[src/rtl/multicycle_control_pkg.sv]
// Shared definitions for the multicycle RISC-V control unit: FSM states,
// supported opcodes and the ALU operand/operation select codes.
package multicycle_control_pkg;

    typedef enum logic [2:0] {
        FETCH  = 3'd0,
        DECODE = 3'd1,
        EXEC   = 3'd2,
        MEM    = 3'd3,
        WB     = 3'd4,
        TRAP   = 3'd5
    } state_t;

    // Supported RISC-V major opcodes (instruction bits [6:0]).
    localparam logic [6:0] OP_R     = 7'b0110011;
    localparam logic [6:0] OP_I     = 7'b0010011;
    localparam logic [6:0] OP_BEQ   = 7'b1100011;
    localparam logic [6:0] OP_JAL   = 7'b1101111;
    localparam logic [6:0] OP_LOAD  = 7'b0000011;
    localparam logic [6:0] OP_STORE = 7'b0100011;

    // alu_op codes.
    localparam logic [1:0] ALU_ADD   = 2'b00;
    localparam logic [1:0] ALU_SUB   = 2'b01;
    localparam logic [1:0] ALU_RTYPE = 2'b10;

    // alu_src_b codes.
    localparam logic [1:0] SRC_B_RS2  = 2'b00;
    localparam logic [1:0] SRC_B_FOUR = 2'b01;
    localparam logic [1:0] SRC_B_IMM  = 2'b10;

    // True for every opcode this controller knows how to sequence.
    function automatic logic is_supported(input logic [6:0] op);
        case (op)
            OP_R, OP_I, OP_BEQ, OP_JAL, OP_LOAD, OP_STORE: is_supported = 1'b1;
            default:                                       is_supported = 1'b0;
        endcase
    endfunction

endpackage

[src/rtl/multicycle_control_retire_counter.sv]
// Free-running count of retired instructions; wraps at 2^CNT_W.
module retire_counter #(
    parameter int CNT_W = 32
) (
    input  logic             clk,
    input  logic             arst_n,
    input  logic             inc,
    output logic [CNT_W-1:0] count
);

    // Count one per retire pulse; natural overflow gives the wrap to zero.
    // NOTE: sequential state uses non-blocking assignments so every register
    // samples pre-edge values regardless of block evaluation order.
    always_ff @(posedge clk or negedge arst_n) begin
        if (!arst_n) begin
            count <= '0;
        end else if (inc) begin
            count <= count + CNT_W'(1);
        end
    end

endmodule

[src/rtl/multicycle_control.sv]
// Moore-style control FSM for a multicycle RISC-V datapath. Outputs come
// from the current state and the opcode latched in DECODE; only the memory
// handshake (mem_ready) qualifies outputs within FETCH and MEM.
module multicycle_control
    import multicycle_control_pkg::*;
#(
    parameter int CNT_W = 32
) (
    input  logic             clk,
    input  logic             arst_n,
    input  logic [6:0]       opcode,
    input  logic             mem_ready,
    output logic             pc_write,
    output logic             pc_write_cond,
    output logic             pc_source,
    output logic             ir_write,
    output logic             mem_read,
    output logic             mem_write,
    output logic             mem_2_reg,
    output logic             alu_src_a,
    output logic [1:0]       alu_src_b,
    output logic [1:0]       alu_op,
    output logic             reg_write,
    output logic             illegal_op,
    output logic             instr_done,
    output logic [CNT_W-1:0] retired_cnt
);

    state_t     state;
    state_t     state_next;
    logic [6:0] op_q;

    // State register; reset lands in FETCH so outputs show fetch values at once.
    // NOTE: only control registers get the async reset; every output here is
    // decoded from state, so resetting state alone drops memory strobes
    // immediately without needing to reset any datapath storage.
    always_ff @(posedge clk or negedge arst_n) begin
        if (!arst_n) begin
            state <= FETCH;
        end else begin
            state <= state_next;
        end
    end

    // Capture the opcode in DECODE so later instruction-register changes are ignored.
    always_ff @(posedge clk or negedge arst_n) begin
        if (!arst_n) begin
            op_q <= '0;
        end else if (state == DECODE) begin
            op_q <= opcode;
        end
    end

    // Next-state and control-output decode.
    // NOTE: every output gets a default before the case statement so that no
    // path through the block leaves a signal unassigned and infers a latch.
    always_comb begin
        state_next    = state;
        pc_write      = 1'b0;
        pc_write_cond = 1'b0;
        pc_source     = 1'b0;
        ir_write      = 1'b0;
        mem_read      = 1'b0;
        mem_write     = 1'b0;
        mem_2_reg     = 1'b0;
        alu_src_a     = 1'b0;
        alu_src_b     = SRC_B_RS2;
        alu_op        = ALU_ADD;
        reg_write     = 1'b0;
        illegal_op    = 1'b0;
        instr_done    = 1'b0;

        case (state)
            FETCH: begin
                // PC + 4 computed while the instruction read is outstanding.
                mem_read  = 1'b1;
                alu_src_a = 1'b0;
                alu_src_b = SRC_B_FOUR;
                if (mem_ready) begin
                    ir_write   = 1'b1;
                    pc_write   = 1'b1;
                    pc_source  = 1'b0;
                    state_next = DECODE;
                end
            end

            DECODE: begin
                // Branch/jump target PC + imm goes into ALUOut for use in EXEC.
                alu_src_a  = 1'b0;
                alu_src_b  = SRC_B_IMM;
                state_next = is_supported(opcode) ? EXEC : TRAP;
            end

            EXEC: begin
                case (op_q)
                    OP_R: begin
                        alu_src_a  = 1'b1;
                        alu_src_b  = SRC_B_RS2;
                        alu_op     = ALU_RTYPE;
                        state_next = WB;
                    end
                    OP_I: begin
                        alu_src_a  = 1'b1;
                        alu_src_b  = SRC_B_IMM;
                        alu_op     = ALU_ADD;
                        state_next = WB;
                    end
                    OP_LOAD, OP_STORE: begin
                        alu_src_a  = 1'b1;
                        alu_src_b  = SRC_B_IMM;
                        alu_op     = ALU_ADD;
                        state_next = MEM;
                    end
                    OP_BEQ: begin
                        alu_src_a     = 1'b1;
                        alu_src_b     = SRC_B_RS2;
                        alu_op        = ALU_SUB;
                        pc_write_cond = 1'b1;
                        pc_source     = 1'b1;
                        instr_done    = 1'b1;
                        state_next    = FETCH;
                    end
                    OP_JAL: begin
                        pc_write   = 1'b1;
                        pc_source  = 1'b1;
                        instr_done = 1'b1;
                        state_next = FETCH;
                    end
                    default: begin
                        // Unreachable: DECODE only admits supported opcodes.
                        state_next = TRAP;
                    end
                endcase
            end

            MEM: begin
                if (op_q == OP_LOAD) begin
                    mem_read = 1'b1;
                    if (mem_ready) begin
                        state_next = WB;
                    end
                end else begin
                    mem_write = 1'b1;
                    if (mem_ready) begin
                        instr_done = 1'b1;
                        state_next = FETCH;
                    end
                end
            end

            WB: begin
                reg_write  = 1'b1;
                mem_2_reg  = (op_q == OP_LOAD);
                instr_done = 1'b1;
                state_next = FETCH;
            end

            TRAP: begin
                // Absorbing state; only reset leaves it, which makes the flag sticky.
                illegal_op = 1'b1;
            end

            default: begin
                state_next = FETCH;
            end
        endcase
    end

    retire_counter #(
        .CNT_W (CNT_W)
    ) u_retire_counter (
        .clk    (clk),
        .arst_n (arst_n),
        .inc    (instr_done),
        .count  (retired_cnt)
    );

endmodule

[config.mk]
export PLATFORM = sky130hd
export DESIGN_NAME = multicycle_control
export DESIGN_NICKNAME = d
export VERILOG_FILES = /design/src/rtl/multicycle_control_pkg.sv /design/src/rtl/multicycle_control_retire_counter.sv /design/src/rtl/multicycle_control.sv
export SDC_FILE = /design/constraint.sdc
export NUM_CORES = 1
export LEC_CHECK = 0
export CELL_PAD_IN_SITES_DETAIL_PLACEMENT = 2
export CELL_PAD_IN_SITES_GLOBAL_PLACEMENT = 2
export CORE_MARGIN = 2
export CORE_UTILIZATION = 30
export DETAILED_ROUTE_END_ITERATION = 8
export PLACE_DENSITY = 0.85
export SYNTH_ARGS = -nofsm -noshare
export SYNTH_HDL_FRONTEND = slang
export SYNTH_SLANG_ARGS = --single-unit
[constraint.sdc]
create_clock -name clk -period 2.6 [get_ports clk]
set_input_delay 0.39 -clock clk [delete_from_list [all_inputs] [get_ports clk]]
set_output_delay 0.39 -clock clk [all_outputs]
set_load 0.005 [all_outputs]
* Word-level counts from Yosys, hierarchy flattened
Index checks and enable logic that the tools add are counted. Widths: inputs -> output; s select.
Word-level totals: bits in registers 42, input port bits 10, output and inout bits 47, logic and storage cells 64
Operators by class: add/subtract/negate cells 1, equal/unequal tests 19, mux-type cells 32, bitwise gates (word level) 1, reduce and logical (&&, ||, !) cells 8
Operators by type and width (number):
- $add 32x1->32 const B | 1
- $eq 7x6->1 const B | 4
- $eq 7x7->1 const B | 4
- $mux 1 | 18
- $mux 3 | 5
- $pmux 3 s5 | 1
- $eq 7x2->1 const B | 2
- $eq 7x5->1 const B | 2
- $pmux 3 s3 | 1
- $eq 3x2->1 const B | 2
- $eq 3x3->1 const B | 2
- $pmux 2 s3 | 1
- $reduce_or 2->1 | 3
- $reduce_or 6->1 | 1
- $reduce_or 5->1 | 1
- $mux 2 | 2
- $ne 2x2->1 const B | 2
- $pmux 1 s2 | 2
- $pmux 2 s2 | 1
- $eq 3x1->1 const B | 1
- $logic_not 3->1 | 1
- $pmux 1 s3 | 1
- $reduce_and 3->1 | 1
- $reduce_or 3->1 | 1
- $not 1->1 | 1

* Longest topological paths before layout
Gate-level depths: netlist of the first run.
word-level depth 6, mapped depth 9, mapped depth without buffers 6

* Hierarchy
Synthesis of the first run repeated with hierarchy kept, for this count alone.
Second synthesis, totals: cells, all modules 202, area, all modules 2137.0 µm²
Modules (own cells, without submodules):
- retire_counter | instances 1, cells an instance 123, area each 1448.9 µm², sequential area each 800.8 µm²
- multicycle_control | instances 1, cells an instance 79, area each 688.2 µm², sequential area each 250.2 µm²

* Worst setup path after synthesis of the first run
OpenSTA, ideal clock, no wires.
kind reg2out, start point reg state[2], end point out instr_done, data arrival time 1.687 ns, data required time 2.210 ns, path slack 0.523 ns, cell stages (with the launch flop) 8, path through dfrtp_1 > clkbuf_1 > or3b_1 > buf_2 > nor4_4 > a211oi_4 > inv_4 > buf_6
Between the ends: longest elaborated chain between the ends 2, elaborated cells on any way between the ends 4, those cells by class 3 x eq/ne; 1 x mux
Ends and longest elaborated chain:
- from (decl) | RTL line multicycle_control.sv:29 | state_t state;
- from (signal assigned) | RTL line multicycle_control.sv:41 | state <= state_next;
- $eq 3x3->1 or $eq 3x2->1 (tied branches) | RTL line multicycle_control.sv:73 | case (state)
- $pmux 1 s3 (*) | RTL line multicycle_control.sv:73
- to (decl) | RTL line multicycle_control.sv:25 | output logic instr_done,
Mark *: on every way between the ends. The rest lies on a longest branch, timed or not.

* Worst setup path after layout of the first run
start point reg op_q[6], end point out alu_src_b[1]
Between the ends: longest elaborated chain between the ends 4, elaborated cells on any way between the ends 6, those cells by class 3 x eq/ne; 2 x mux; 1 x reduce/logical
Ends and longest elaborated chain:
- from (decl) | RTL line multicycle_control.sv:31 | logic [6:0] op_q;
- from (signal assigned) | RTL line multicycle_control.sv:50 | op_q <= opcode;
- $eq 7x2->1, or another cell as far along | RTL line multicycle_control.sv:95 | case (op_q)
- $reduce_or 3->1 (no source line) (*)
- $mux 2 (*) | RTL line multicycle_control.sv:95
- $pmux 2 s3 (*) | RTL line multicycle_control.sv:73
- to (decl) | RTL line multicycle_control.sv:21 | output logic [1:0] alu_src_b,
Marked as above.

==> qor.log, run 1 <==
qor: sta.final_slew_violations 0
qor: global_route.pin_count_of_the_biggest_net_entering_global_routing 43
qor: detailed_routing.route.antenna.remaining_nets 0
qor: sta.post-route-period-util 98.2%
qor: floorplanning.chipWidth 89.9 um
qor: worst_setup_path.cell_depth_of_the_worst_flop_to_flop_path 7
qor: worst_setup_path.critPathBufInv 1
qor: global_route.via_count_of_the_first_global_routing_pass 2035
qor: floorplanning.placement_rows 31
qor: global_route.grt_overflow 0
qor: place.hpwl 4710 um
qor: global_route.first_pass_grt_wire_length 10900 um
qor: worst_setup_path.crit-reg2reg-capture u_retire_counter.count[21]$_DFFE_PN0P_
qor: clocking.cts_root_buffer sky130_fd_sc_hd__clkbuf_8
qor: floorplanning.top_level_ports 57
qor: pwr.p_int 1.40 mW
qor: sta.setup_tns 0 ns
qor: floorplanning.initial_utilization 30.7%
qor: worst_setup_path.reg2reg_slack 0.49 ns
qor: clocking.cts_hold_repair.buffers 0
qor: run_status.run_status finished clean
qor: sta.clock.fmax 392 MHz
qor: pwr.worst_ir_drop_vdd 284 uV
qor: finish.mostFrequentLayoutCell sky130_fd_sc_hd__clkdlybuf4s50_1
qor: floorplanning.die_h 89.9 um
qor: worst_setup_path.critPathKind reg -> out
qor: worst_setup_path.timing.critical_path.slowest_stage_cell sky130_fd_sc_hd__clkdlybuf4s50_1
qor: logic_synthesis.synth.lib_cells_used.distinct 41
qor: detailed_routing.routed-via-count 1900
qor: sta.finalWorstPathRequiredPeriod 2.55 ns
qor: pwr.net-switching-power 0.828 mW
qor: place.gpl.final_weighted_congestion 0.853
qor: sta.hold_violations 0
qor: logic_synthesis.synthesized_netlist_cell_count 208
qor: floorplanning.die-area 8090 um^2
qor: clocking.clock-sinks 42
qor: worst_setup_path.critical_path.reg2reg.startpoint state[2]$_DFFE_PN0P_
qor: worst_setup_path.worst-endpoint-arrival 2.16 ns
qor: clocking.tritoncts built
qor: place.dp_cells 364
qor: finish.antenna_cells 0
qor: worst_setup_path.required 2.21 ns
qor: clocking.ctsLongestPathBuffers 2
qor: detailed_routing.route.final.wire_length 6600 um
qor: detailed_routing.avgRoutedWirePerCell 17.4 um
qor: detailed_routing.avgViaCountPerCell 5.01
qor: worst_setup_path.worstSetupEndpointType primary output
qor: min_path.hold_class in -> async
qor: clocking.clock_insertion_delay_worst_skew 0.29 ns
qor: pwr.power.share.switching 37.2%
qor: finish.area_growth 40.2%
qor: finish.fin_nets 291
qor: logic_synthesis.post_synth.cell_area_avg 10.7 um^2
qor: logic_synthesis.yosysSeqAreaShare 47.4%
qor: pwr.power_frac_seq 41.4%
qor: sta.worstMarginPinSlew 0.959 ns
qor: pwr.power_frac_clock 18.0%
qor: sta.setup_violations 0
qor: detailed_routing.dr.first_iter.drc_count 48
qor: worst_setup_path.critical-path-top-delay-family simple AND/OR/NAND/NOR gates
qor: sta.worst_hold_slack 0.245 ns
qor: clocking.cts_buffers 5
qor: logic_synthesis.ys_warn_count 0
qor: worst_setup_path.critical_path_peak_fanout 4
qor: worst_setup_path.critical_path.cell_chain nor3_4, nand3_2, or2_4, o21ai_0, clkdlybuf4s50_1
qor: flow_run.max-cap-violations 0
qor: place.numPortBuffers 56
qor: logic_synthesis.ys_seq_elements 42
qor: clocking.clock_transition_at_the_register_clock_pins_on_the_worst_setup_and_hold_paths_after_cts 0.08 ns
qor: sta.skew 0.00745 ns
qor: finish.final_cells 379
qor: finish.filler_cell_count 792
qor: sta.relSlewSlack 36.1%
qor: pwr.power.leakage 1.33 nW
qor: finish.mostFrequentLayoutCells sky130_fd_sc_hd__clkdlybuf4s50_1, sky130_fd_sc_hd__dfrtp_1, sky130_fd_sc_hd__xnor2_1
qor: pwr.power-per-cell-area 716 nW/um^2
qor: floorplanning.floorplan.core_area 7210 um^2
qor: detailed_routing.drc_errors 0
qor: pwr.p_comb_share 40.7%
qor: worst_setup_path.cpPeakStageDelay 0.53 ns
qor: logic_synthesis.syn-cell-area 2220 um^2
qor: clocking.cts_max_level 2
qor: finish.fraction_of_layout_cells_with_a_size_suffix_above_1 19.6%
qor: global_route.antenna_found_initial 0
qor: global_route.grtUsageTotal 16.5%
qor: worst_setup_path.crit_start_category flop
qor: detailed_routing.detailedRoute.firstPassIterationCount 3
qor: logic_synthesis.synth.net_count 219
[how the worst max path moves through the flow]
stage / from / endpoint / slack (ns) / cells after the start
finish: op_q[6]$_DFFE_PN0P_ / alu_src_b[1] / 0.05 / 5
detailed placement: state[0]$_DFFE_PN0P_ / alu_op[0] / 0.12 / 5
CTS: op_q[2]$_DFFE_PN0P_ / alu_src_b[1] / 0.0002 / 5
global route: op_q[6]$_DFFE_PN0P_ / alu_src_b[1] / -0.09 / 5
floorplan: state[2]$_DFFE_PN0P_ / instr_done / 0.52 / 7
global placement: state[0]$_DFFE_PN0P_ / alu_src_a / 0.19 / 5
[cell usage after synthesis]
cell,count,area (um^2)
sky130_fd_sc_hd__inv_4,1,6.26
sky130_fd_sc_hd__a21oi_1,2,10.0
sky130_fd_sc_hd__xor2_1,13,114
sky130_fd_sc_hd__a211oi_4,1,20.0
sky130_fd_sc_hd__nor2_1,10,37.5
sky130_fd_sc_hd__nand3_1,17,85.1
sky130_fd_sc_hd__a31oi_1,1,6.26
sky130_fd_sc_hd__nand4_1,14,87.6
sky130_fd_sc_hd__nor4b_2,1,15.0
sky130_fd_sc_hd__a41oi_1,2,17.5
sky130_fd_sc_hd__o221ai_1,1,8.76
sky130_fd_sc_hd__o21bai_1,2,15.0
sky130_fd_sc_hd__and2_1,3,18.8
sky130_fd_sc_hd__and3_1,4,25.0
sky130_fd_sc_hd__a311oi_1,1,8.76
sky130_fd_sc_hd__buf_2,1,5.00
sky130_fd_sc_hd__o31a_1,1,8.76
sky130_fd_sc_hd__nor3_2,8,80.1
sky130_fd_sc_hd__and4_1,2,17.5
sky130_fd_sc_hd__nor3_1,7,35.0
sky130_fd_sc_hd__nand2_1,16,60.1
sky130_fd_sc_hd__dfrtp_1,42,1050
sky130_fd_sc_hd__clkbuf_1,2,7.51
sky130_fd_sc_hd__nor3b_1,3,22.5
sky130_fd_sc_hd__mux2_2,7,78.8
sky130_fd_sc_hd__nand2b_1,4,25.0
sky130_fd_sc_hd__nor2b_1,2,12.5
sky130_fd_sc_hd__xnor2_1,19,166
sky130_fd_sc_hd__nand3b_1,2,15.0
sky130_fd_sc_hd__inv_1,3,11.3
sky130_fd_sc_hd__nor4_2,1,12.5
sky130_fd_sc_hd__buf_4,1,7.51
sky130_fd_sc_hd__nand4bb_1,1,11.3
sky130_fd_sc_hd__a31o_2,1,8.76
sky130_fd_sc_hd__o21ai_0,4,20.0
sky130_fd_sc_hd__nor4_4,1,21.3
sky130_fd_sc_hd__or3b_1,1,8.76
sky130_fd_sc_hd__or2_2,2,12.5
sky130_fd_sc_hd__buf_6,2,22.5
sky130_fd_sc_hd__o22ai_1,1,6.26
sky130_fd_sc_hd__ha_1,1,12.5
[per-stage QoR]
stage	total power, mW	setup slack, ns	instance area [um^2]	util (%)
3_3_place_gp	1.70	0.193	2910	40.3
2_1_floorplan	1.36	0.523	2220	-
6_report	2.22	0.0457	3110	43.1
4_1_cts	2.16	0.000209	3000	41.6
5_1_grt	2.38	-0.0876	3110	43.1
3_5_place_dp	1.73	0.124	2910	40.3
[metal layers]
layer  routed length [um]  vias to the layer above  global-route usage, %
li1                     -                      884                      -
met1                 3080                      970                   22.8
met3                  160                        2                   2.60
met4                   25                        0                   3.85
met2                 3340                       44                   27.3
met5                    0                        -                      0
[cells by family after synthesis]
logic type	synth area share, %
simple gates	27.2
flops	47.4
xor+xnor	12.6
compound gates	5.87
buf+inv	2.71
mux	3.56
fa+ha+maj	0.565
[final cells by class]
cell class                      instances  area, um^2  area share, %
Clock buffer                            7        76.3           2.46
Inverter                                4        17.5          0.564
Multi-Input combinational cell        156        1160           37.3
Sequential cell                        42        1050           34.0
Tap cell                               99         124           3.99
Timing Repair Buffer                   71         676           21.7
[power groups by stage]
stage / clock network [mW] / logic [mW] / registers, mW
floorplan: 0 / 0.470 / 0.886
global placement: 0 / 0.794 / 0.905
detailed placement: 0 / 0.818 / 0.916
CTS: 0.412 / 0.829 / 0.915
global route: 0.452 / 0.979 / 0.946
finish: 0.400 / 0.905 / 0.920
[state kept, by name, indices dropped and copies added, names as in the netlist]
| name | flops |
|---|---|
| state | 3 |
| op_q | 7 |
| u_retire_counter.count | 32 |
[timing repair]
item | CTS | global route
cloned | 0 | 0
buffers inserted | 0 | 8
endpoints found under the setup margin | 6 | 7
resized for setup | 4 | 15
pin swaps | 0 | 5
Power figures use the tool's default switching activity.
==> run 2: changes to the inputs <==
--- a/config.mk
+++ b/config.mk
@@ -5,12 +5,13 @@
 export SDC_FILE = /design/constraint.sdc
 export NUM_CORES = 1
 export LEC_CHECK = 0
+export CAP_MARGIN = 10
 export CELL_PAD_IN_SITES_DETAIL_PLACEMENT = 2
 export CELL_PAD_IN_SITES_GLOBAL_PLACEMENT = 2
 export CORE_MARGIN = 2
-export CORE_UTILIZATION = 30
+export CORE_UTILIZATION = 33
 export DETAILED_ROUTE_END_ITERATION = 8
-export PLACE_DENSITY = 0.85
+export PLACE_DENSITY = 0.91
 export SYNTH_ARGS = -nofsm -noshare
 export SYNTH_HDL_FRONTEND = slang
 export SYNTH_SLANG_ARGS = --single-unit
==> constraint.sdc (replaced) <==
create_clock -name clk -period 3.3 [get_ports clk]
set_input_delay 0.495 -clock clk [delete_from_list [all_inputs] [get_ports clk]]
set_output_delay 0.495 -clock clk [all_outputs]
set_load 0.005 [all_outputs]
==> run 2 against run 1 <==
Sequential cell count did not move. Via count decreased by 3.6%. Combinational power is 35% lower. Largest cell class unchanged. Core utilization is 2.7 points higher. Power fell by 22%. Design area fell by 5.4%. Worst hold slack improved by 0.095 ns. Die area fell by 8.7%. Register-to-register slack improved by 0.54 ns. First-iteration DRC count down 4.2%. Clock power hardly changed.
==> qor.log, run 2 (synthesis gave the netlist of run 1 again) <==
qor: run_status.run_status finished clean
qor: detailed_routing.avgRoutedWirePerCell 18.6 um [+6.6%]
qor: place.numPortBuffers 56 [unchanged]
qor: detailed_routing.drc_errors 0 [unchanged]
qor: worst_setup_path.worstSetupEndpointType primary output
qor: sta.final_slew_violations 0 [unchanged]
qor: floorplanning.chipWidth 85.9 um [-4.4%]
qor: worst_setup_path.cpPeakStageDelay 0.52 ns [about the same]
qor: place.dpl_worst_slack 0.516 ns [+0.393 ns]
qor: pwr.power.leakage 1.17 nW [-11%]
qor: worst_setup_path.crit_start_category flop
qor: detailed_routing.detailedRoute.firstPassIterationCount 4 [+1]
qor: floorplanning.die_h 85.9 um [-4.4%]
qor: place.gpl.final_weighted_congestion 0.773 [-9.4%]
qor: clocking.post_cts.resized_instances 0 [-4]
qor: clocking.cts_hold_repair.buffers 0 [unchanged]
qor: pwr.totalPowerFinal 1.73 mW [-22%]
qor: sta.hold_violations 0 [unchanged]
qor: clocking.clock_insertion_delay_worst_skew 0.30 ns [about the same]
qor: global_route.first_pass_grt_wire_length 10900 um [-0.19%]
qor: sta.setup_violations 0 [unchanged]
qor: finish.biggestRegsByFlops u_retire_counter.count (32), op_q (7), state (3)
qor: worst_setup_path.required 2.80 ns [+0.59 ns]
qor: global_route.antenna_found_initial 0 [unchanged]
qor: worst_setup_path.worst-endpoint-arrival 2.61 ns [+0.45 ns]
qor: worst_setup_path.critPathKind reg -> out
qor: clocking.ctsLongestPathBuffers 2 [unchanged]
qor: finish.largest_register_ffs 32 [unchanged]
qor: floorplanning.initial_utilization 34.5% [+3.8 points]
qor: sta.clock.fmax 322 MHz
qor: detailed_routing.routed-via-count 1831 [-3.6%]
qor: clocking.clock_transition_at_the_register_clock_pins_on_the_worst_setup_and_hold_paths_after_cts 0.08 ns [about the same]
qor: global_route.grtUsageTotal 18.6% [+2.1 points]
qor: floorplanning.top_level_ports 57 [unchanged]
qor: worst_setup_path.timing.critical_path.slowest_stage_cell sky130_fd_sc_hd__clkdlybuf4s50_1
qor: detailed_routing.dr.first_iter.drc_count 46 [-4.2%]
qor: clocking.cts_max_level 2 [unchanged]
qor: finish.mostFrequentLayoutCell sky130_fd_sc_hd__clkdlybuf4s50_1
qor: min_path.hold_class in -> async
qor: finish.largest_register u_retire_counter.count
qor: clocking.clock-sinks 42 [unchanged]
qor: floorplanning.placement_rows 29 [-6.5%]
qor: clocking.cts_root_buffer sky130_fd_sc_hd__clkbuf_8
qor: clocking.cts_buffers 5 [unchanged]
qor: worst_setup_path.critical_path.cell_chain or3b_1, nor3_1, nor3b_1, o21bai_1, clkdlybuf4s50_1
qor: sta.finalWorstPathRequiredPeriod 3.11 ns
qor: sta.grt_setup_unrepaired no
qor: sta.setup_tns 0 ns [unchanged]
qor: detailed_routing.route.antenna.remaining_nets 0 [unchanged]
qor: pwr.worst_ir_drop_vdd 226 uV [-20%]
qor: place.hpwl 4550 um [-3.3%]
qor: detailed_routing.route.final.wire_length 6390 um [-3.2%]
qor: finish.postLayoutCoreUtil 45.8% [+2.7 points]
qor: sta.skew 0.00910 ns [+0.00166 ns]
qor: global_route.grt_overflow 0 [unchanged]
qor: worst_setup_path.critical_path_peak_fanout 8 [+4]
qor: finish.antenna_cells 0 [unchanged]
qor: clocking.post-cts-setup-buffers 0 [unchanged]
qor: sta.post-route-period-util 94.2%
qor: finish.fraction_of_layout_cells_with_a_size_suffix_above_1 11.6% [-8.0 points]
qor: finish.fin_nets 277 [-4.8%]
qor: sta.setup_slack 0.192 ns [+0.146 ns]
qor: pwr.power-per-cell-area 587 nW/um^2 [-18%]
qor: finish.area_growth 32.6%
qor: floorplanning.floorplan.core_area 6420 um^2 [-11%]
qor: global_route.via_count_of_the_first_global_routing_pass 2056 [+1.0%]
qor: sta.worstMarginPinSlew 0.968 ns [+0.00850 ns]
qor: worst_setup_path.critical-path-top-delay-family simple AND/OR/NAND/NOR gates
qor: clocking.tritoncts built
qor: floorplanning.die-area 7390 um^2 [-8.7%]
qor: finish.mostFrequentLayoutCells sky130_fd_sc_hd__clkdlybuf4s50_1, sky130_fd_sc_hd__dfrtp_1, sky130_fd_sc_hd__xnor2_1
qor: sta.relSlewSlack 35.5% [-0.57 points]
qor: flow_run.max-cap-violations 0 [unchanged]
qor: worst_setup_path.critPathBufInv 1 [unchanged]
qor: global_route.pin_count_of_the_biggest_net_entering_global_routing 43 [unchanged]
qor: detailed_routing.avgViaCountPerCell 5.32 [+6.2%]
[run 2: cell types whose count changed in the layout (fill, tap and decap cells not counted), sizes merged]
| cell | delta |
|---|---|
| dlymetal6s2s | -4 |
| clkdlybuf4s50 | +5 |
| bufinv | +1 |
| buf | -15 |
[run 2: layout make-up]
type / instances / area (um^2)
Clock buffer: 7 / 76.3
Inverter: 4 / 17.5
Timing Repair Buffer: 57 / 563
Sequential cell: 42 / 1050
Tap cell: 77 / 96.3
Clock inverter: 1 / 30.0
Fill cell: 692 / 3480
Multi-Input combinational cell: 156 / 1100
[run 2: worst paths after layout]
check | from | to | slack, ns | cells past startpoint
setup / recovery | state[1]$_DFFE_PN0P_ | alu_src_a | 0.19 | 5
hold / removal | arst_n | u_retire_counter.count[8]$_DFFE_PN0P_ | 0.34 | 1
setup reg to reg | state[1]$_DFFE_PN0P_ | u_retire_counter.count[22]$_DFFE_PN0P_ | 1.03 | 6
hold reg to reg | u_retire_counter.count[31]$_DFFE_PN0P_ | u_retire_counter.count[31]$_DFFE_PN0P_ | 0.47 | 1
max in group asynchronous | arst_n | op_q[1]$_DFFE_PN0P_ | 2.34 | 1
min in group clk | u_retire_counter.count[31]$_DFFE_PN0P_ | u_retire_counter.count[31]$_DFFE_PN0P_ | 0.47 | 1
[run 2: stage by stage]
stage / instances / instance area (um^2) / hold WS [ns]
finish: 344 / 2940 / 0.340
global route: 344 / 2940 / 0.416
CTS: 344 / 2940 / 0.381
detailed placement: 336 / 2830 / 0.471
global placement: 336 / 2830 / 0.463
floorplan: 208 / 2220 / 0.199
[run 2: layer usage]
metal	vias up	wire length (um)	global-route usage [%]
li1	862	-	-
met1	919	2900	24.2
met2	43	3190	32.5
met3	7	230	2.60
met4	0	64	4.76
met5	-	0	0
[run 2: power by group]
part	total, mW	internal, mW	switching (mW)
Combinational	0.592	0.288	0.304
Clock	0.401	0.227	0.175
Sequential	0.732	0.600	0.132
Total	1.73	1.12	0.611
